### config.mk
export PLATFORM = sky130hd
export DESIGN_NAME = pipe_ctrl_unit_flat
export DESIGN_NICKNAME = d
export VERILOG_FILES = /design/src/rtl/pipe_ctrl_unit_if.sv /design/src/rtl/pipe_ctrl_unit.sv /design/src/flat_wrapper.sv
export SDC_FILE = /design/constraint.sdc
export NUM_CORES = 1
export LEC_CHECK = 0
export CAP_MARGIN = 20
export CORE_MARGIN = 3
export CORE_UTILIZATION = 47
export CTS_BUF_LIST = sky130_fd_sc_hd__clkbuf_8
export DETAILED_ROUTE_END_ITERATION = 8
export PLACE_DENSITY = 0.9
export SLEW_MARGIN = 30
export SYNTH_ARGS = -nofsm -noshare
export SYNTH_HDL_FRONTEND = slang
export SYNTH_SLANG_ARGS = --single-unit
export TNS_END_PERCENT = 20
### constraint.sdc
create_clock -name clk -period 1.9 [get_ports clk]
set_input_delay 0.285 -clock clk [delete_from_list [all_inputs] [get_ports clk]]
set_output_delay 0.285 -clock clk [all_outputs]
set_load 0.03 [all_outputs]
### src/rtl/pipe_ctrl_unit_if.sv
// Control-unit bundle between the decoder/datapath side and the pipeline
// control unit. Carries the ID-stage decode fields, the registered zero flag,
// and every per-stage control, forwarding and hazard output.
interface pipe_ctrl_unit_if #(
    parameter int REG_ADDR_W = 5,
    parameter int ALUOP_W    = 2
);
    logic                  id_branch;
    logic                  id_memRead;
    logic                  id_memToReg;
    logic [ALUOP_W-1:0]    id_aluOp;
    logic                  id_memWrite;
    logic                  id_aluSrc;
    logic                  id_regWrite;
    logic [REG_ADDR_W-1:0] id_rs1;
    logic [REG_ADDR_W-1:0] id_rs2;
    logic [REG_ADDR_W-1:0] id_rd;
    logic                  mem_zero;

    logic [ALUOP_W-1:0]    ex_aluOp;
    logic                  ex_aluSrc;
    logic [REG_ADDR_W-1:0] ex_rs1;
    logic [REG_ADDR_W-1:0] ex_rs2;
    logic                  mem_memRead;
    logic                  mem_memWrite;
    logic                  mem_branch;
    logic                  wb_memToReg;
    logic                  wb_regWrite;
    logic [REG_ADDR_W-1:0] wb_rd;
    logic                  pcSrc;
    logic                  stall;
    logic                  flush;
    logic [1:0]            forwardA;
    logic [1:0]            forwardB;

    // Decoder/datapath side: supplies ID fields and the zero flag.
    modport master (
        output id_branch, id_memRead, id_memToReg, id_aluOp, id_memWrite,
               id_aluSrc, id_regWrite, id_rs1, id_rs2, id_rd, mem_zero,
        input  ex_aluOp, ex_aluSrc, ex_rs1, ex_rs2, mem_memRead, mem_memWrite,
               mem_branch, wb_memToReg, wb_regWrite, wb_rd, pcSrc, stall,
               flush, forwardA, forwardB
    );

    // Pipeline control unit side.
    modport slave (
        input  id_branch, id_memRead, id_memToReg, id_aluOp, id_memWrite,
               id_aluSrc, id_regWrite, id_rs1, id_rs2, id_rd, mem_zero,
        output ex_aluOp, ex_aluSrc, ex_rs1, ex_rs2, mem_memRead, mem_memWrite,
               mem_branch, wb_memToReg, wb_regWrite, wb_rd, pcSrc, stall,
               flush, forwardA, forwardB
    );
endinterface

### src/rtl/pipe_ctrl_unit.sv
// Pipeline control unit for the 5-stage core. Carries the decoded control
// bundle through ID/EX, EX/MEM and MEM/WB, inserts a bubble on load-use
// hazards, squashes the two younger instructions on a taken beq resolved in
// MEM, and produces the EX-stage operand forwarding selects.
module pipe_ctrl_unit #(
    parameter int REG_ADDR_W = 5,
    parameter int ALUOP_W    = 2
) (
    input  logic           clk,
    input  logic           reset,
    pipe_ctrl_unit_if.slave bus
);

    typedef struct packed {
        logic                  branch;
        logic                  mem_read;
        logic                  mem_to_reg;
        logic [ALUOP_W-1:0]    alu_op;
        logic                  mem_write;
        logic                  alu_src;
        logic                  reg_write;
        logic [REG_ADDR_W-1:0] rs1;
        logic [REG_ADDR_W-1:0] rs2;
        logic [REG_ADDR_W-1:0] rd;
    } id_ex_t;

    typedef struct packed {
        logic                  branch;
        logic                  mem_read;
        logic                  mem_to_reg;
        logic                  mem_write;
        logic                  reg_write;
        logic [REG_ADDR_W-1:0] rd;
    } ex_mem_t;

    typedef struct packed {
        logic                  mem_to_reg;
        logic                  reg_write;
        logic [REG_ADDR_W-1:0] rd;
    } mem_wb_t;

    id_ex_t  id_ex_d,  id_ex_q;
    ex_mem_t ex_mem_d, ex_mem_q;
    mem_wb_t mem_wb_d, mem_wb_q;

    logic       hazard;
    logic       pc_src;
    logic       stall_int;
    logic [1:0] fwd_a;
    logic [1:0] fwd_b;

    // Branch resolution and load-use detection; only registered state plus
    // the ID source indices and the zero flag feed these.
    always_comb begin
        pc_src    = ex_mem_q.branch & bus.mem_zero;
        hazard    = id_ex_q.mem_read & (id_ex_q.rd != '0) &
                    ((id_ex_q.rd == bus.id_rs1) | (id_ex_q.rd == bus.id_rs2));
        stall_int = hazard & ~pc_src;
    end

    // EX operand forwarding: the younger EX/MEM result beats MEM/WB, x0 never forwards.
    always_comb begin
        fwd_a = 2'b00;
        fwd_b = 2'b00;
        if (ex_mem_q.reg_write && (ex_mem_q.rd != '0) && (ex_mem_q.rd == id_ex_q.rs1)) begin
            fwd_a = 2'b10;
        end else if (mem_wb_q.reg_write && (mem_wb_q.rd != '0) && (mem_wb_q.rd == id_ex_q.rs1)) begin
            fwd_a = 2'b01;
        end
        if (ex_mem_q.reg_write && (ex_mem_q.rd != '0) && (ex_mem_q.rd == id_ex_q.rs2)) begin
            fwd_b = 2'b10;
        end else if (mem_wb_q.reg_write && (mem_wb_q.rd != '0) && (mem_wb_q.rd == id_ex_q.rs2)) begin
            fwd_b = 2'b01;
        end
    end

    // Next pipeline contents: a flush zeroes ID/EX and EX/MEM, a stall zeroes
    // only ID/EX; when both apply the single bubble from the flush covers it.
    always_comb begin
        id_ex_d            = '0;
        id_ex_d.branch     = bus.id_branch;
        id_ex_d.mem_read   = bus.id_memRead;
        id_ex_d.mem_to_reg = bus.id_memToReg & bus.id_regWrite;
        id_ex_d.alu_op     = bus.id_aluOp;
        id_ex_d.mem_write  = bus.id_memWrite;
        id_ex_d.alu_src    = bus.id_aluSrc;
        id_ex_d.reg_write  = bus.id_regWrite;
        id_ex_d.rs1        = bus.id_rs1;
        id_ex_d.rs2        = bus.id_rs2;
        id_ex_d.rd         = bus.id_rd;
        if (pc_src || stall_int) begin
            id_ex_d = '0;
        end

        ex_mem_d            = '0;
        ex_mem_d.branch     = id_ex_q.branch;
        ex_mem_d.mem_read   = id_ex_q.mem_read;
        ex_mem_d.mem_to_reg = id_ex_q.mem_to_reg;
        ex_mem_d.mem_write  = id_ex_q.mem_write;
        ex_mem_d.reg_write  = id_ex_q.reg_write;
        ex_mem_d.rd         = id_ex_q.rd;
        if (pc_src) begin
            ex_mem_d = '0;
        end

        mem_wb_d            = '0;
        mem_wb_d.mem_to_reg = ex_mem_q.mem_to_reg;
        mem_wb_d.reg_write  = ex_mem_q.reg_write;
        mem_wb_d.rd         = ex_mem_q.rd;
    end

    // Pipeline registers with synchronous clear.
    always_ff @(posedge clk) begin
        if (reset) begin
            id_ex_q  <= '0;
            ex_mem_q <= '0;
            mem_wb_q <= '0;
        end else begin
            id_ex_q  <= id_ex_d;
            ex_mem_q <= ex_mem_d;
            mem_wb_q <= mem_wb_d;
        end
    end

    assign bus.ex_aluOp     = id_ex_q.alu_op;
    assign bus.ex_aluSrc    = id_ex_q.alu_src;
    assign bus.ex_rs1       = id_ex_q.rs1;
    assign bus.ex_rs2       = id_ex_q.rs2;
    assign bus.mem_memRead  = ex_mem_q.mem_read;
    assign bus.mem_memWrite = ex_mem_q.mem_write;
    assign bus.mem_branch   = ex_mem_q.branch;
    assign bus.wb_memToReg  = mem_wb_q.mem_to_reg;
    assign bus.wb_regWrite  = mem_wb_q.reg_write;
    assign bus.wb_rd        = mem_wb_q.rd;
    assign bus.pcSrc        = pc_src;
    assign bus.stall        = stall_int;
    assign bus.flush        = pc_src;
    assign bus.forwardA     = fwd_a;
    assign bus.forwardB     = fwd_b;

endmodule

### src/flat_wrapper.sv
// flat-port wrapper written by rule: the top's interface ports become plain ports
module pipe_ctrl_unit_flat 
#(
    parameter int REG_ADDR_W = 5,
    parameter int ALUOP_W    = 2
)
  (clk, reset, bus_id_branch, bus_id_memRead, bus_id_memToReg, bus_id_aluOp, bus_id_memWrite, bus_id_aluSrc, bus_id_regWrite, bus_id_rs1, bus_id_rs2, bus_id_rd, bus_mem_zero, bus_ex_aluOp, bus_ex_aluSrc, bus_ex_rs1, bus_ex_rs2, bus_mem_memRead, bus_mem_memWrite, bus_mem_branch, bus_wb_memToReg, bus_wb_regWrite, bus_wb_rd, bus_pcSrc, bus_stall, bus_flush, bus_forwardA, bus_forwardB);
  pipe_ctrl_unit_if #(.REG_ADDR_W(REG_ADDR_W), .ALUOP_W(ALUOP_W)) bus_i ();
  input  logic clk;
  input  logic reset;
  input wire logic [$bits(bus_i.id_branch)-1:0] bus_id_branch;
  input wire logic [$bits(bus_i.id_memRead)-1:0] bus_id_memRead;
  input wire logic [$bits(bus_i.id_memToReg)-1:0] bus_id_memToReg;
  input wire logic [$bits(bus_i.id_aluOp)-1:0] bus_id_aluOp;
  input wire logic [$bits(bus_i.id_memWrite)-1:0] bus_id_memWrite;
  input wire logic [$bits(bus_i.id_aluSrc)-1:0] bus_id_aluSrc;
  input wire logic [$bits(bus_i.id_regWrite)-1:0] bus_id_regWrite;
  input wire logic [$bits(bus_i.id_rs1)-1:0] bus_id_rs1;
  input wire logic [$bits(bus_i.id_rs2)-1:0] bus_id_rs2;
  input wire logic [$bits(bus_i.id_rd)-1:0] bus_id_rd;
  input wire logic [$bits(bus_i.mem_zero)-1:0] bus_mem_zero;
  output wire logic [$bits(bus_i.ex_aluOp)-1:0] bus_ex_aluOp;
  output wire logic [$bits(bus_i.ex_aluSrc)-1:0] bus_ex_aluSrc;
  output wire logic [$bits(bus_i.ex_rs1)-1:0] bus_ex_rs1;
  output wire logic [$bits(bus_i.ex_rs2)-1:0] bus_ex_rs2;
  output wire logic [$bits(bus_i.mem_memRead)-1:0] bus_mem_memRead;
  output wire logic [$bits(bus_i.mem_memWrite)-1:0] bus_mem_memWrite;
  output wire logic [$bits(bus_i.mem_branch)-1:0] bus_mem_branch;
  output wire logic [$bits(bus_i.wb_memToReg)-1:0] bus_wb_memToReg;
  output wire logic [$bits(bus_i.wb_regWrite)-1:0] bus_wb_regWrite;
  output wire logic [$bits(bus_i.wb_rd)-1:0] bus_wb_rd;
  output wire logic [$bits(bus_i.pcSrc)-1:0] bus_pcSrc;
  output wire logic [$bits(bus_i.stall)-1:0] bus_stall;
  output wire logic [$bits(bus_i.flush)-1:0] bus_flush;
  output wire logic [$bits(bus_i.forwardA)-1:0] bus_forwardA;
  output wire logic [$bits(bus_i.forwardB)-1:0] bus_forwardB;
  assign bus_i.id_branch = bus_id_branch;
  assign bus_i.id_memRead = bus_id_memRead;
  assign bus_i.id_memToReg = bus_id_memToReg;
  assign bus_i.id_aluOp = bus_id_aluOp;
  assign bus_i.id_memWrite = bus_id_memWrite;
  assign bus_i.id_aluSrc = bus_id_aluSrc;
  assign bus_i.id_regWrite = bus_id_regWrite;
  assign bus_i.id_rs1 = bus_id_rs1;
  assign bus_i.id_rs2 = bus_id_rs2;
  assign bus_i.id_rd = bus_id_rd;
  assign bus_i.mem_zero = bus_mem_zero;
  assign bus_ex_aluOp = bus_i.ex_aluOp;
  assign bus_ex_aluSrc = bus_i.ex_aluSrc;
  assign bus_ex_rs1 = bus_i.ex_rs1;
  assign bus_ex_rs2 = bus_i.ex_rs2;
  assign bus_mem_memRead = bus_i.mem_memRead;
  assign bus_mem_memWrite = bus_i.mem_memWrite;
  assign bus_mem_branch = bus_i.mem_branch;
  assign bus_wb_memToReg = bus_i.wb_memToReg;
  assign bus_wb_regWrite = bus_i.wb_regWrite;
  assign bus_wb_rd = bus_i.wb_rd;
  assign bus_pcSrc = bus_i.pcSrc;
  assign bus_stall = bus_i.stall;
  assign bus_flush = bus_i.flush;
  assign bus_forwardA = bus_i.forwardA;
  assign bus_forwardB = bus_i.forwardB;
  pipe_ctrl_unit #(.REG_ADDR_W(REG_ADDR_W), .ALUOP_W(ALUOP_W)) u_core (.clk(clk), .reset(reset), .bus(bus_i));
endmodule
==> flow_metrics.tcl, run 1 <==
set metrics [dict create \
    hold_start "u_core.id_ex_q[17]" \
    p_per_area_nw_per_um2 748 \
    worstPathArrival_ns 1.85 \
    final_core_util 0.753 \
    first_pass_iters 4 \
    hold_path_class "reg2reg" \
    fin_crit_sh 1.12 \
    cts_tree "done" \
    mostFrequentLayoutCells "clkdlybuf4s50_1, dfxtp_1, nand2_1" \
    maxSlewHeadroom 0.777 \
    status "finished, violations left" \
    tightest_slew_ns 0.334 \
    antenna_found_initial 0 \
    final_nets 255 \
    clk_pin_slew_ns 0.08 \
    place.gp.congestion 0.800 \
    viasPerCell 4.73 \
    grt_pass1_vias 1309 \
    ios 56 \
    dpl.hpwl_um 2600 \
    cts.sinks 40 \
    grt_max_degree 34 \
    insertion_delay_ns 0.30 \
    path_max_fanout 3 \
    drt_wl_total_um 3760 \
    ff2ff_path_depth 4 \
    skew_ns 0.00876 \
    syn_area_um2 1660 \
    syn_avg_cell_area_um2 9.50 \
    ys_seq_elements 40 \
    grt-ovfl-total 0 \
    ctsRootBufferMaster "clkbuf_8" \
    critical_path_required_ns 1.62 \
    drive_above_1_share 0.209 \
    rsz0062_at_grt "yes" \
    rr_startpoint "u_core.id_ex_q[0]" \
    detail-route-antenna-nets 0 \
    setup_viol 5 \
    min_path_cells 1 \
    die_h_um 65.5 \
    critPathCaptureType "output pin" \
    diodes 0 \
    drcViolationCount 0 \
    hold_viol_final 0 \
    ir_drop_mv 0.685 \
    area_growth_syn_to_layout_pct 45.0 \
    worstSetupStartpointType "flop" \
    ys_types 21 \
    max_freq_ghz 0.468 \
    io_buffers 55 \
    cts_buffers 5 \
    die-width_um 65.5 \
    core_region_area_um2 3200 \
    grt_pass1_wl_um 5950 \
    worstSetupPathType "reg2out" \
    report.final.slew_viol_count 0 \
    max_cap_violations 0 \
    rows 20 \
    post-place-ws_ns 0.0253 \
    synth_nets 201 \
    initial_core_util 0.519 \
    nFillCells 251 \
    min_period_ns 2.14 \
    timing.rr.end "u_core.id_ex_q[0]" \
    die_area_um2 4290 \
    power.leakage_uw 0.00100 \
    wl_per_cell_um 13.7 \
    track_usage 0.190 \
    worst_slack_ns -0.237 \
    htreeDepth 2 \
    synth_cells 175 \
    clk_path_buf_depth 2 \
    ctsHoldBuffers 0 \
    holdPathEnd "u_core.bus.mem_memWrite" \
    final_common_cell "clkdlybuf4s50_1" \
    drtIter0Drc 46 \
    timing.hold.ws_ns 0.432 \
    violations "negative setup slack" \
    r2r_slack_ns 0.41 \
    yosysSeqAreaShare 0.482 \
    num_vias 1295 \
    fin_setup_tns_ns -0.777 \
    yosys_warnings 0 \
    power.total_uw 1800 \
]
[cells by family after synthesis]
family,Yosys count,synth area share
buffers and inverters,20,0.0850
and+or+nand+nor,58,0.190
xor gates and xnor gates,30,0.158
DFF,40,0.482
AOI/OAI and AO/OA,27,0.0858
[power by group]
part	internal [uW]	leakage [uW]	switching, uW	total, uW
combinational	168	0.000618	166	333
clock	255	0.0000479	296	552
sequential	881	0.000335	37.6	918
[flip-flops by register name, indices dropped and copies added (netlist names), 2 cells and up]
register and flops:
u_core.ex_mem_q 7, u_core.bus.ex_aluOp 2, u_core.id_ex_q 10, u_core.bus.ex_rs1 5
u_core.bus.ex_rs2 5, u_core.bus.wb_rd 5
[through the flow]
stage          instances  cell area [um2]
6_report             274             2410
5_1_grt              274             2410
4_1_cts              274             2390
3_5_place_dp         260             2210
3_3_place_gp         260             2210
2_1_floorplan        175             1700
[worst max-delay path: stages (launching register included)]
cell	delay, ns
dfxtp_2	0.35
xor2_1	0.16
or4_4	0.56
nor4_4	0.32
buf_6	0.17
[layout make-up]
| class | count | area [um2] | area share |
|---|---|---|---|
| clock inverters | 3 | 18.8 | 0.00778 |
| clock buffers | 5 | 68.8 | 0.0285 |
| well taps | 44 | 55.1 | 0.0228 |
| multi-input cells | 115 | 797 | 0.331 |
| flip-flops and latches | 40 | 817 | 0.339 |
| repair buffers | 67 | 654 | 0.271 |
[layer usage]
layer  vias up  GRT usage  part of all wire
met3         7     0.0427             0.043
met1       579      0.195              0.40
met5         -          0                 0
met2        41      0.351              0.53
met4         0      0.109             0.023
li1        668          -                 -
[worst max path at each step]
stage,startpoint,to,slack (ns),depth (start not counted)
after floorplan,u_core.ex_mem_q[4],bus_forwardA[0],-0.05,4
after global placement,bus_id_rs2[0],bus_stall,0.04,6
after detailed placement,u_core.ex_mem_q[4],bus_forwardB[0],0.03,5
after CTS,u_core.ex_mem_q[0],bus_forwardB[0],-0.27,6
after global routing,u_core.ex_mem_q[0],bus_forwardB[0],-0.29,6
final,u_core.bus.ex_rs2[3],bus_forwardB[0],-0.24,4
[synthesized netlist by cell type (all sizes together)]
cell type / count / area, um2
nor2b: 7 / 43.8
and3b: 1 / 8.76
nor2: 1 / 3.75
nand3: 5 / 25.0
nor4: 4 / 37.5
o21a: 1 / 7.51
xnor2: 16 / 140
buf: 17 / 130
and2: 11 / 68.8
o22ai: 1 / 6.26
dfxtp: 40 / 801
a21oi: 23 / 115
o21ai: 2 / 13.8
clkbuf: 3 / 11.3
nand2: 24 / 90.1
or4: 5 / 37.5
xor2: 14 / 123
[repair_timing]
| item | 4_1_cts | 5_1_grt |
|---|---|---|
| pin swaps | 8 | 4 |
| setup endpoints to repair | 5 | 5 |
| resized for setup | 13 | 6 |
| gates cloned | 0 | 0 |
| buffers inserted | 6 | 0 |
(Power assumes the default switching activity.)
==> run 2, diff against run 1 <==
- ABC_CLOCK_PERIOD_IN_PS: not set -> 1900
==> results of run 2 <==
Final layout, timing and power as in run 1 (identical DEF).
